$ cat config.mk
export PLATFORM = sky130hd
export DESIGN_NAME = keypad_scanner_db_flat
export DESIGN_NICKNAME = d
export VERILOG_FILES = /design/src/rtl/keypad_scanner_db_if.sv /design/src/rtl/keypad_scanner_db.sv /design/src/flat_wrapper.sv
export SDC_FILE = /design/constraint.sdc
export NUM_CORES = 1
export LEC_CHECK = 0
export ABC_AREA = 1
export BUFFER_PORTS_ARGS = -buffer_cell sky130_fd_sc_hd__buf_2
export CAP_MARGIN = 20
export CORE_MARGIN = 5
export CORE_UTILIZATION = 35
export CTS_BUF_LIST = sky130_fd_sc_hd__clkbuf_8 sky130_fd_sc_hd__clkbuf_16
export DETAILED_ROUTE_END_ITERATION = 16
export PLACE_DENSITY = 0.53
export SETUP_SLACK_MARGIN = 0.2
export SYNTH_ARGS = -nofsm -noshare
export SYNTH_HDL_FRONTEND = slang
export SYNTH_SLANG_ARGS = --single-unit
$ cat constraint.sdc
create_clock -name clk -period 3.5 [get_ports clk]
set_input_delay 0.175 -clock clk [delete_from_list [all_inputs] [get_ports clk]]
set_output_delay 0.175 -clock clk [all_outputs]
set_load 0.01 [all_outputs]
$ cat src/rtl/keypad_scanner_db_if.sv
// Keypad scanner bus: raw row sense into the scanner, column drive and the debounced key report out.
interface keypad_scanner_db_if #(
  parameter int N_ROWS  = 4,
  parameter int N_COLS  = 4,
  parameter int HEX_MAP = 1
);
  localparam int CW_RAW = $clog2(N_ROWS * N_COLS);
  localparam int CW     = (HEX_MAP != 0 && CW_RAW < 4) ? 4 : CW_RAW;

  logic [N_ROWS-1:0] row;
  logic [N_COLS-1:0] col;
  logic [CW-1:0]     key_code;
  logic              key_valid;
  logic              key_press;
  logic              key_release;
  logic              multi_key;

  modport master (input row, output col, key_code, key_valid, key_press, key_release, multi_key);
  modport slave  (output row, input col, key_code, key_valid, key_press, key_release, multi_key);
endinterface

$ cat src/rtl/keypad_scanner_db.sv
// Matrix keypad scanner: one-cold column drive, per-frame key accumulation, multi-frame debounce
// and a committed key report with press/release strobes and multi-key detection.
module keypad_scanner_db #(
  parameter int N_ROWS         = 4,
  parameter int N_COLS         = 4,
  parameter int SCAN_TICKS     = 100000,
  parameter int SETTLE_TICKS   = 8,
  parameter int DEBOUNCE_SCANS = 3,
  parameter int HEX_MAP        = 1
) (
  input  logic                clk,
  input  logic                rst_n,
  keypad_scanner_db_if.master bus
);
  localparam int CW_RAW  = $clog2(N_ROWS * N_COLS);
  localparam int CW      = (HEX_MAP != 0 && CW_RAW < 4) ? 4 : CW_RAW;
  localparam bit USE_HEX = (HEX_MAP != 0) && (N_ROWS == 4) && (N_COLS == 4);
  localparam int TW      = $clog2(SCAN_TICKS);
  localparam int XW      = $clog2(N_COLS);
  localparam int DW      = $clog2(DEBOUNCE_SCANS + 1);

  localparam logic [TW-1:0] TICK_LAST   = TW'(SCAN_TICKS - 1);
  localparam logic [TW-1:0] TICK_SAMPLE = TW'(SETTLE_TICKS);
  localparam logic [XW-1:0] COL_LAST    = XW'(N_COLS - 1);
  localparam logic [DW-1:0] DB_MAX      = DW'(DEBOUNCE_SCANS);

  // Row-major legend: row 0 reads 1,2,3,A across columns 0..3.
  localparam logic [3:0] LEGEND [16] = '{4'h1, 4'h2, 4'h3, 4'hA,
                                         4'h4, 4'h5, 4'h6, 4'hB,
                                         4'h7, 4'h8, 4'h9, 4'hC,
                                         4'h0, 4'hF, 4'hE, 4'hD};

  typedef enum logic [1:0] {CAND_NONE, CAND_KEY, CAND_MULTI} cand_t;

  function automatic logic [N_COLS-1:0] colDrive(input logic [XW-1:0] idx);
    return ~(N_COLS'(1) << (N_COLS - 1 - int'(idx)));
  endfunction

  function automatic logic [CW-1:0] codeOf(input int r, input logic [XW-1:0] c);
    logic [3:0] legendIdx;
    legendIdx = 4'((r * 4) + int'(c));
    if (USE_HEX) return CW'(LEGEND[legendIdx]);
    return CW'((r * N_COLS) + int'(c));
  endfunction

  logic [N_ROWS-1:0] r_rowMeta, r_rowSync;
  logic [TW-1:0]     r_tick;
  logic [XW-1:0]     r_colIdx;
  logic [N_COLS-1:0] r_col;
  logic [1:0]        r_accCount;
  logic [CW-1:0]     r_accCode;
  cand_t             r_prevKind, r_comKind;
  logic [CW-1:0]     r_prevCode;
  logic [DW-1:0]     r_dbCnt;
  logic [CW-1:0]     r_keyCode;
  logic              r_keyValid, r_keyPress, r_keyRelease, r_multiKey;

  logic              w_tickLast, w_frameEnd, w_sample, w_same, w_differs, w_commit;
  logic [XW-1:0]     w_nextCol;
  logic [1:0]        w_hits, w_accSum;
  logic [2:0]        w_accRaw;
  logic [CW-1:0]     w_firstCode;
  cand_t             w_candKind;
  logic [DW-1:0]     w_nextCnt;

  always_comb begin
    w_tickLast  = (r_tick == TICK_LAST);
    w_frameEnd  = w_tickLast && (r_colIdx == COL_LAST);
    w_sample    = (r_tick == TICK_SAMPLE);
    w_nextCol   = (r_colIdx == COL_LAST) ? '0 : r_colIdx + XW'(1);
    w_hits      = 2'd0;
    w_firstCode = '0;
    for (int r = 0; r < N_ROWS; r++) begin
      if (!r_rowSync[N_ROWS-1-r]) begin
        if (w_hits == 2'd0) w_firstCode = codeOf(r, r_colIdx);
        if (w_hits != 2'd2) w_hits = w_hits + 2'd1;
      end
    end
    w_accRaw = {1'b0, r_accCount} + {1'b0, w_hits};
    w_accSum = (w_accRaw >= 3'd2) ? 2'd2 : w_accRaw[1:0];

    if (r_accCount == 2'd0)      w_candKind = CAND_NONE;
    else if (r_accCount == 2'd1) w_candKind = CAND_KEY;
    else                         w_candKind = CAND_MULTI;
    // A key code only matters for identity when the candidate is a single key.
    w_same    = (w_candKind == r_prevKind) && ((w_candKind != CAND_KEY) || (r_accCode == r_prevCode));
    w_nextCnt = !w_same ? DW'(1) : ((r_dbCnt == DB_MAX) ? r_dbCnt : r_dbCnt + DW'(1));
    w_differs = (w_candKind != r_comKind) || ((w_candKind == CAND_KEY) && (r_accCode != r_keyCode));
    w_commit  = w_frameEnd && (w_nextCnt == DB_MAX) && w_differs;
  end

  always_ff @(posedge clk or negedge rst_n) begin
    if (!rst_n) begin
      r_rowMeta <= '1;
      r_rowSync <= '1;
    end else begin
      r_rowMeta <= bus.row;
      r_rowSync <= r_rowMeta;
    end
  end

  always_ff @(posedge clk or negedge rst_n) begin
    if (!rst_n) begin
      r_tick     <= '0;
      r_colIdx   <= '0;
      r_col      <= colDrive('0);
      r_accCount <= '0;
      r_accCode  <= '0;
    end else begin
      if (w_tickLast) begin
        r_tick   <= '0;
        r_colIdx <= w_nextCol;
        r_col    <= colDrive(w_nextCol);
      end else begin
        r_tick <= r_tick + TW'(1);
      end
      if (w_frameEnd) begin
        r_accCount <= '0;
        r_accCode  <= '0;
      end else if (w_sample) begin
        if (r_accCount == 2'd0) r_accCode <= w_firstCode;
        r_accCount <= w_accSum;
      end
    end
  end

  always_ff @(posedge clk or negedge rst_n) begin
    if (!rst_n) begin
      r_prevKind   <= CAND_NONE;
      r_prevCode   <= '0;
      r_dbCnt      <= '0;
      r_comKind    <= CAND_NONE;
      r_keyCode    <= '0;
      r_keyValid   <= 1'b0;
      r_keyPress   <= 1'b0;
      r_keyRelease <= 1'b0;
      r_multiKey   <= 1'b0;
    end else begin
      r_keyPress   <= 1'b0;
      r_keyRelease <= 1'b0;
      if (w_frameEnd) begin
        r_prevKind <= w_candKind;
        r_prevCode <= r_accCode;
        r_dbCnt    <= w_nextCnt;
      end
      if (w_commit) begin
        r_comKind    <= w_candKind;
        r_keyRelease <= (r_comKind == CAND_KEY);
        case (w_candKind)
          CAND_KEY: begin
            r_keyCode  <= r_accCode;
            r_keyValid <= 1'b1;
            r_keyPress <= 1'b1;
            r_multiKey <= 1'b0;
          end
          CAND_MULTI: begin
            r_keyValid <= 1'b0;
            r_multiKey <= 1'b1;
          end
          default: begin
            r_keyValid <= 1'b0;
            r_multiKey <= 1'b0;
          end
        endcase
      end
    end
  end

  assign bus.col         = r_col;
  assign bus.key_code    = r_keyCode;
  assign bus.key_valid   = r_keyValid;
  assign bus.key_press   = r_keyPress;
  assign bus.key_release = r_keyRelease;
  assign bus.multi_key   = r_multiKey;
endmodule

$ cat src/flat_wrapper.sv
// flat-port wrapper written by rule: the top's interface ports become plain ports
module keypad_scanner_db_flat 
#(
  parameter int N_ROWS         = 4,
  parameter int N_COLS         = 4,
  parameter int SCAN_TICKS     = 100000,
  parameter int SETTLE_TICKS   = 8,
  parameter int DEBOUNCE_SCANS = 3,
  parameter int HEX_MAP        = 1
)
  (clk, rst_n, bus_row, bus_col, bus_key_code, bus_key_valid, bus_key_press, bus_key_release, bus_multi_key);
  keypad_scanner_db_if #(.N_ROWS(N_ROWS), .N_COLS(N_COLS), .HEX_MAP(HEX_MAP)) bus_i ();
  input  logic clk;
  input  logic rst_n;
  input wire logic [$bits(bus_i.row)-1:0] bus_row;
  output wire logic [$bits(bus_i.col)-1:0] bus_col;
  output wire logic [$bits(bus_i.key_code)-1:0] bus_key_code;
  output wire logic [$bits(bus_i.key_valid)-1:0] bus_key_valid;
  output wire logic [$bits(bus_i.key_press)-1:0] bus_key_press;
  output wire logic [$bits(bus_i.key_release)-1:0] bus_key_release;
  output wire logic [$bits(bus_i.multi_key)-1:0] bus_multi_key;
  assign bus_i.row = bus_row;
  assign bus_col = bus_i.col;
  assign bus_key_code = bus_i.key_code;
  assign bus_key_valid = bus_i.key_valid;
  assign bus_key_press = bus_i.key_press;
  assign bus_key_release = bus_i.key_release;
  assign bus_multi_key = bus_i.multi_key;
  keypad_scanner_db #(.N_ROWS(N_ROWS), .N_COLS(N_COLS), .SCAN_TICKS(SCAN_TICKS), .SETTLE_TICKS(SETTLE_TICKS), .DEBOUNCE_SCANS(DEBOUNCE_SCANS), .HEX_MAP(HEX_MAP)) u_core (.clk(clk), .rst_n(rst_n), .bus(bus_i));
endmodule
# After elaboration in Yosys (flattened, before gate mapping)
# Memory sizes are Yosys's and may differ from the RTL's.
# Index checks and enable logic that the tools add are counted.
[word_totals]
reg_bits = 55
mem_bits_ro = 256
input_bits = 6
output_inout_bits = 12
word_cells = 123
n_memories = 4
[memory_table]
columns = ["memory", "words", "width", "rd", "rd_clocked_by_memory_dff", "write_ports", "line", "rtl"]
rows = [
  ["(name not given)", 16, 4, 1, 0, 0, "keypad_scanner_db.sv:42", "if (USE_HEX) return CW'(LEGEND[legendIdx]);"],
  ["(name not given)", 16, 4, 1, 0, 0, "keypad_scanner_db.sv:42", ""],
  ["(name not given)", 16, 4, 1, 0, 0, "keypad_scanner_db.sv:42", ""],
  ["(name not given)", 16, 4, 1, 0, 0, "keypad_scanner_db.sv:42", ""],
]
[op_classes]
addsub = 11
order_cmp = 5
n_eq_ne = 17
shift = 1
mux = 49
bitwise_logic = 5
n_reduce_logical = 15
[op_table]
columns = ["operator", "n"]
rows = [
  ["$mux 4", 22],
  ["$shl 1x32->4 const A", 1],
  ["$mux 2", 14],
  ["$ge 5x5->1 const B", 4],
  ["$add 17x1->17 const B", 1],
  ["$eq 17x17->1 const B", 1],
  ["$eq 17x4->1 const B", 1],
  ["$mux 17", 1],
  ["$not 4->5", 3],
  ["$mux 1", 12],
  ["$add 2x1->2 const B", 4],
  ["$add 4x2->4 const A", 2],
  ["$eq 2x2->1 const B", 4],
  ["$logic_not 2->1", 4],
  ["$eq 2x1->1 const B", 3],
  ["$logic_and 1x1->1", 5],
  ["$not 2->5", 1],
  ["$add 3x2->4 const A", 1],
  ["$eq 4x4->1", 1],
  ["$ne 2x2->1 const B", 2],
  ["$ne 4x4->1", 1],
  ["$not 4->4", 1],
  ["$reduce_and 2->1", 2],
  ["$reduce_bool 2->1", 2],
  ["9 further kinds", 10],
]

# Longest topological paths before layout
# Gate-level depths: netlist of run 1.
[depth]
depth_word = 16
depth_mapped = 13
ltp_nobuf = 13

# Worst setup path before layout of run 1
# Ideal clock, no wire load.
[synth_path]
kind = "register -> register"
startpoint = "register u_core.r_rowSync[2]"
endpoint = "register u_core.r_accCount[0]"
setup_time_ns = 0.077
arrival_time_ns = 2.519
t_required_ns = 3.423
setup_slack_ns = 0.904
stages_incl_launch_ff = 12
period_less_slack_ns = 2.596
path_cell_list = "dfstp_2 inv_1 ha_1 a21oi_1 ha_1 nand2_1 o21ai_0 fa_1 or2_2 nor2_1 o21ai_0 a21oi_1"
[synth_via]
elab_chain_cells = 12
word_cells_on_any_way = 14
classes_between = "3 x add/sub; 1 x order compare; 2 x eq/ne; 8 x mux"
[synth_rtl]
columns = ["item", "line", "rtl"]
rows = [
  ["start: declaration", "keypad_scanner_db.sv:46", "logic [N_ROWS-1:0] r_rowMeta, r_rowSync;"],
  ["start signal: assignment", "keypad_scanner_db.sv:98", "r_rowSync <= r_rowMeta;"],
  ["$mux 2 (*)", "keypad_scanner_db.sv:74", "if (!r_rowSync[N_ROWS-1-r]) begin"],
  ["$add 2x1->2 or $ne 2x2->1 (tied branches)", "keypad_scanner_db.sv:76", "if (w_hits != 2'd2) w_hits = w_hits + 2'd1;"],
  ["$mux 2", "keypad_scanner_db.sv:76", ""],
  ["$mux 2 (*)", "keypad_scanner_db.sv:74", ""],
  ["$add 2x1->2 or $ne 2x2->1 (tied branches)", "keypad_scanner_db.sv:76", ""],
  ["$mux 2", "keypad_scanner_db.sv:76", ""],
  ["$mux 2 (*)", "keypad_scanner_db.sv:74", ""],
  ["$add 2x2->3 (*)", "keypad_scanner_db.sv:79", "w_accRaw = {1'b0, r_accCount} + {1'b0, w_hits};"],
  ["$ge 3x2->1", "keypad_scanner_db.sv:80", "w_accSum = (w_accRaw >= 3'd2) ? 2'd2 : w_accRaw[1:0];"],
  ["$mux 2 (*)", "keypad_scanner_db.sv:80", ""],
  ["$mux 2 (*)", "keypad_scanner_db.sv:120", "end else if (w_sample) begin"],
  ["$mux 2 (*)", "keypad_scanner_db.sv:117", "if (w_frameEnd) begin"],
  ["end signal: assignment", "keypad_scanner_db.sv:122", "r_accCount <= w_accSum;"],
  ["end: declaration", "keypad_scanner_db.sv:50", "logic [1:0] r_accCount;"],
]
# Mark *: on every way between the ends. The rest lies on a longest branch, timed or not. The select of a mux whose other input is x is not followed.
# A chain may end at the register's enable or synchronous reset.

# Worst setup path in the final report of run 1
# Ends and elaborated chain as after synthesis.

==> results of run 1 <==
-- stage by stage --
step,cells,util [%],area (µm²)
2_1_floorplan,341,-,2890
3_3_place_gp,462,38.1,3100
3_5_place_dp,462,38.1,3100
4_1_cts,474,40.3,3280
5_1_grt,474,40.3,3280
6_report,474,40.3,3280
-- Yosys cell counts --
cell type	n	share of area (%)
nand4_2	2	0.87
nor2_8	2	1.4
nand2_2	4	0.87
a31oi_1	1	0.22
o21ai_2	1	0.30
o22ai_1	2	0.43
clkbuf_1	1	0.13
nand2_1	83	11
clkinv_1	1	0.13
nor2_4	2	0.78
inv_1	49	6.4
or2_2	1	0.22
nor2_1	32	4.2
ha_1	13	5.6
nand2_4	3	1.2
a21oi_1	9	1.6
dfrtp_1	42	36
nor3_2	2	0.69
nor3_1	4	0.69
a211oi_1	1	0.26
o21a_1	2	0.52
nor3b_1	1	0.26
o221ai_1	2	0.61
buf_6	1	0.39
nor3b_2	1	0.43
xnor2_1	2	0.61
nor2_2	1	0.22
fa_1	1	0.69
nand4_4	1	0.74
nand4_1	9	1.9
a21oi_2	1	0.30
a21oi_4	1	0.56
o21ai_1	6	1.0
xor2_1	5	1.5
nand3_4	1	0.61
nand3_1	12	2.1
inv_2	8	1.0
dfstp_2	11	10
o21ai_0	20	3.5
-- layer usage --
layer	vias up	global-route usage, %
li1	1131	-
met1	968	16.7
met2	41	17.6
met3	5	2.28
met4	0	4.15
met5	-	0
-- layout make-up --
type	count	share of cell area, %
Sequential cell	53	40.9
Multi-Input combinational cell	228	40.2
Inverter	58	6.64
Timing Repair Buffer	22	4.05
Tap cell	105	4.01
Clock buffer	5	2.10
Clock inverter	3	2.10
-- repair_timing --
action                                  CTS  global route
endpoints found under the setup margin    0             0
hold endpoints to repair                  4             0
hold buffers                              4             0
-- where the power goes --
part           leakage (nW)  total [mW]  switching, mW  internal (mW)
clock network        0.0687       0.504          0.216          0.288
logic                 0.941       0.103         0.0646         0.0381
registers             0.680       0.641         0.0135          0.628
-- critical path, stage by stage, from the launching register on --
cell,delay (ns)
dfstp_2,0.58
inv_1,0.08
ha_1,0.29
a21oi_1,0.26
ha_1,0.28
nand2_1,0.06
o21ai_0,0.11
fa_1,0.48
or2_2,0.31
nor2_1,0.08
o21ai_0,0.08
a21oi_1,0.11
-- registers in the layout (all words and copies together), names as in the netlist --
register                count
u_core.r_rowSync            4
u_core.bus.key_code         4
u_core.r_accCount           2
u_core.bus.multi_key        1
u_core.r_accCode            4
u_core.r_colIdx             2
u_core.bus.col              4
u_core.r_dbCnt              2
u_core.r_prevCode           4
u_core.r_tick              17
u_core.r_rowMeta            4
u_core.bus.key_press        1
u_core.bus.key_release      1
u_core.r_comKind            1
u_core.r_prevKind           2
-- path summary, 6_finish.rpt --
| check | start | end | slack, ns | cells past startpoint |
|---|---|---|---|---|
| worst min-delay path | rst_n | u_core.r_comKind[0]$_DFFE_PN0P_ | -0.02 | 1 |
| worst max-delay path | u_core.r_rowSync[2]$_DFF_PN1_ | u_core.r_accCount[0]$_DFFE_PN0P_ | 0.73 | 11 |
| min in group clk | u_core.r_rowMeta[0]$_DFF_PN1_ | u_core.r_rowSync[0]$_DFF_PN1_ | 0.36 | 0 |
| worst max register to register | u_core.r_rowSync[2]$_DFF_PN1_ | u_core.r_accCount[0]$_DFFE_PN0P_ | 0.73 | 11 |
| max in group asynchronous | rst_n | u_core.bus.col[0]$_DFFE_PN1N_ | 2.71 | 2 |
| worst min register to register | u_core.r_rowMeta[0]$_DFF_PN1_ | u_core.r_rowSync[0]$_DFF_PN1_ | 0.36 | 0 |
-- cell families (layout without fill, tap and decap cells) --
logic type	after synthesis	count (layout)
AOI/OAI and AO/OA	46	46
buffers and inverters	60	88
and+or+nand+nor	161	161
DFF	53	53
adders and majority gates	14	14
xor gates and xnor gates	7	7
==> results.toml, run 1 <==
[timing]
setup-violations-final = 0
skew_ns = 0.00999
fmax_mhz = 362
fin_crit_ns = 2.77
final.period_utilization_pct = 79.0
slew_violations = 0
rsz0062_at_grt = "false"
finalHoldViolCount = 35
setup_ws_ns = 0.734
hold-worst-slack_ns = -0.0164
tightest_slew_ns = 0.888
relSlewSlack_pct = 40.8
final.setup.tns_ns = 0

[synth]
syn_inst = 341
synth.area.mux_share_pct = 0
synth_compound_area_share_pct = 9.26
avgSynthCellArea_um2 = 8.48
synth_seq_cells = 53
yosys.area_share.xor_xnor_pct = 2.12
synthAdderAreaFrac_pct = 6.32
synth_seq_area_share_pct = 46.4
synthesis.nets = 361
synth_warnings = 0
synth_area_um2 = 2890
synth.distinct_cells = 39
synth_top_family_by_area = "simple AND/OR/NAND/NOR gates"
synth-simple-area-share_pct = 27.9

[placement]
dp_hpwl_um = 4050
gp_congestion = 0.845
dp_slack_ns = 0.725
io_buffers = 17

[drt]
firstDrtPassIters = 5
ant_nets = 0
met2_wirelength_um = 2370
avgRoutedWirePerCell_um = 11.6
drt-total-wl_um = 5480
first_iter_violations = 90
wl_met3_um = 230
routed.top_layer = "met4"
via_per_inst = 4.53
m1WireLength_um = 2810
via_count = 2145
drc = 0

[clock_tree]
cts_resized = 0
post_cts_buffers = 0
cts-root-buf = "clkbuf_8"
cts_made_buffers = 5
htree_levels = 2
clockBufferDepth = 2
clkTransAtPathRegs_ns = 0.11
insertion_delay_ns = 0.31
clock-sinks = 53
cts_tree = "yes"

[power]
power_mw = 1.25
ir_drop_v = 0.000199
p_leak_nw = 1.69
power.density_nw_per_um2 = 381

[critical_path]
arrival_ns = 3.01
end_kind = "flip-flop"
path_class = "flip-flop to flip-flop"
critPathLaunchType = "flip-flop"
crit_fanout = 4
worstPathRequired_ns = 3.75

[cells_and_area]
mostFrequentLayoutCell = "nand2_1"
multi_input_area_um2 = 1320
fillers = 838
syn_to_final_growth_pct = 13.4
diodes = 0
drive_gt1_share_pct = 18.4
nets = 388
final_cell_mix = "nand2_1, inv_1, dfrtp_1"
regArea_um2 = 1340

[global_route]
grt_pass1_vias = 2004
grt_max_degree = 39
grt_antenna_before_repair = 0
grt_usage_pct = 11.7
grt_pass1_wl_um = 9450
grt_overflow_total = 0

[run]
maxCapViolations = 0

[min_path]
min_path_type = "input pin to async pin"

[floorplanning]
die-height_um = 101
core_area_um2 = 8130
start_util_pct = 35.5
row_count = 33
die_w_um = 101
ios = 18
dieArea_um2 = 10200

[run_status]
violations = "negative hold slack"
status = "complete, but fails checks"
Power figures use the tool's default switching activity.
==> run 2, diff against run 1 <==
ABC_AREA = 0   (was 1)
clock period = 2.7 ns   (was 3.5 ns; I/O delays follow)
==> results.toml, run 2 <==
[global_route]
grt_overflow_total = 0
grt_pass1_vias = 1848
grt_usage_pct = 12.0
grt_antenna_before_repair = 0
grt_max_degree = 45
grt_pass1_wl_um = 8800

[drt]
via_count = 1829
drt-total-wl_um = 4810
firstDrtPassIters = 4
via_per_inst = 4.73
avgRoutedWirePerCell_um = 12.4
drc = 0
ant_nets = 0
first_iter_violations = 77

[floorplanning]
core_area_um2 = 7290
die_w_um = 96.6
row_count = 31
die-height_um = 96.6
dieArea_um2 = 9320
start_util_pct = 36.0
ios = 18

[critical_path]
worstPathRequired_ns = 2.89
rrSetupSlack_ns = 0.24
reg2regPathDepth = 11
r2r-start = "u_core.r_rowSync[3]$_DFF_PN1_"
path_class = "flip-flop to flip-flop"
arrival_ns = 2.65
critPathLaunchType = "flip-flop"
regToRegEndpoint = "u_core.r_accCount[1]$_DFFE_PN0P_"
end_kind = "flip-flop"
crit_fanout = 3

[clock_tree]
clkTransAtPathRegs_ns = 0.10
insertion_delay_ns = 0.30
htree_levels = 2
clockBufferDepth = 2
cts_tree = "yes"
clock-sinks = 53
cts-root-buf = "clkbuf_8"
cts_made_buffers = 5

[synth]
avgSynthCellArea_um2 = 10.4
synth_common_cells = "dfrtp_1, nor2_1, nand2_1, inv_1, o21ai_0"
yosys-top-cells-area = "dfrtp_1, dfstp_2, ha_1"
synth_most_common_cell = "dfrtp_1"
syn_inst = 252
synth_edf_count = 0
synth_flop_cell = "dfrtp_1"
synth.distinct_cells = 41
synth_seq_area_share_pct = 51.1
yosys.area.top_type_share_pct = 40.1
synth_warnings = 0
synthesis.nets = 272
async_flop_share_pct = 100
yosysTopAreaCell = "dfrtp_1"
synth_area_um2 = 2620
synth_seq_cells = 53

[cells_and_area]
fillers = 736
nets = 307
final_cell_mix = "dfrtp_1, nand2_1, nor2_1"
mostFrequentLayoutCell = "dfrtp_1"
regMostFlops = "u_core.r_tick"
drive_gt1_share_pct = 25.7
largest_reg_flops = 17
diodes = 0
syn_to_final_growth_pct = 18.2
final_core_util_pct = 42.5

[timing]
setup-violations-final = 0
rsz0062_at_grt = "true"
fmax_mhz = 406
finalHoldViolCount = 0
fin_crit_ns = 2.46
final.setup.tns_ns = 0
final.period_utilization_pct = 91.3
slew_violations = 0
tightest_slew_ns = 0.354
skew_ns = 0.00849
relSlewSlack_pct = 76.1

[placement]
dp_hpwl_um = 3380
io_buffers = 17
gp_congestion = 0.760

[run_status]
status = "completed"

[power]
ir_drop_v = 0.000219
p_leak_nw = 1.45
power.density_nw_per_um2 = 451

[run]
maxCapViolations = 0

[min_path]
min_path_type = "input pin to async pin"
run 2: final cells by class:
| type | instances | area, µm² | area share, % |
|---|---|---|---|
| Clock buffer | 5 | 68.8 | 2.22 |
| Clock inverter | 3 | 17.5 | 0.565 |
| Inverter | 16 | 60.1 | 1.94 |
| Multi-Input combinational cell | 178 | 1260 | 40.6 |
| Sequential cell | 53 | 1340 | 43.2 |
| Tap cell | 99 | 124 | 4.00 |
| Timing Repair Buffer | 33 | 230 | 7.43 |
run 2: metrics by stage:
stage	area (µm²)	power, mW	instances	worst slack [ns]	hold slack (ns)
6_report	3100	1.40	387	0.236	0.178
3_3_place_gp	2880	0.952	369	0.180	0.241
4_1_cts	3060	1.42	385	0.185	0.0313
5_1_grt	3100	1.48	387	0.0501	0.200
3_5_place_dp	2880	0.954	369	0.134	0.241
2_1_floorplan	2650	0.912	252	0.240	-0.161
run 2: critical path: stages, from the launching register on:
cell,delay [ns]
dfstp_2,0.56
inv_2,0.05
ha_4,0.24
a21oi_4,0.13
ha_2,0.18
nor2_1,0.04
a21oi_1,0.13
ha_2,0.20
fa_1,0.41
or2_4,0.24
mux2i_1,0.13
nor2_1,0.06
run 2: report_power, final:
part	internal (mW)	switching (mW)	total (mW)
logic	0.0632	0.0714	0.135
clock network	0.180	0.256	0.436
registers	0.812	0.0158	0.828
run 2: repair_timing:
item,4_1_cts,5_1_grt
gates resized for setup,5,4
setup endpoints to repair,2,5
buffers inserted,4,0
pin swaps,5,5
hold endpoints to repair,4,43
hold buffers,4,1
cloned,0,0
run 2: cells by family (layout without fill, tap and decap cells):
kind of cell | after synthesis | in the layout | share of synthesized area [%]
buffers and inverters | 21 | 57 | 3.01
adders and majority gates | 14 | 14 | 6.97
xor gates and xnor gates | 20 | 20 | 6.68
and+or+nand+nor | 96 | 96 | 19.7
muxes | 11 | 11 | 4.44
AOI/OAI and AO/OA | 37 | 37 | 8.16
DFF | 53 | 53 | 51.1
run 2: metal layers:
layer  part of all wire [%]  track usage (%)  vias up  wire length [µm]
met3                    3.8             2.87        2               183
met4                   0.77             3.62        0                37
met2                     47             18.7       26              2240
met1                     49             16.5      879              2350
li1                       -                -      922                 -
met5                      0                0        -                 0
run 2: worst max path at each step:
stage | start | end | slack [ns] | cells past startpoint
after CTS | u_core.r_rowSync[3]$_DFF_PN1_ | u_core.r_accCount[0]$_DFFE_PN0P_ | 0.19 | 12
final | u_core.r_rowSync[3]$_DFF_PN1_ | u_core.r_accCount[1]$_DFFE_PN0P_ | 0.24 | 11
after global routing | u_core.r_rowSync[3]$_DFF_PN1_ | u_core.r_accCount[0]$_DFFE_PN0P_ | 0.05 | 12
after floorplan | u_core.r_rowSync[3]$_DFF_PN1_ | u_core.r_accCount[1]$_DFFE_PN0P_ | 0.24 | 11
after detailed placement | u_core.r_rowSync[3]$_DFF_PN1_ | u_core.r_accCount[0]$_DFFE_PN0P_ | 0.13 | 12
after global placement | u_core.r_rowSync[3]$_DFF_PN1_ | u_core.r_accCount[0]$_DFFE_PN0P_ | 0.18 | 12
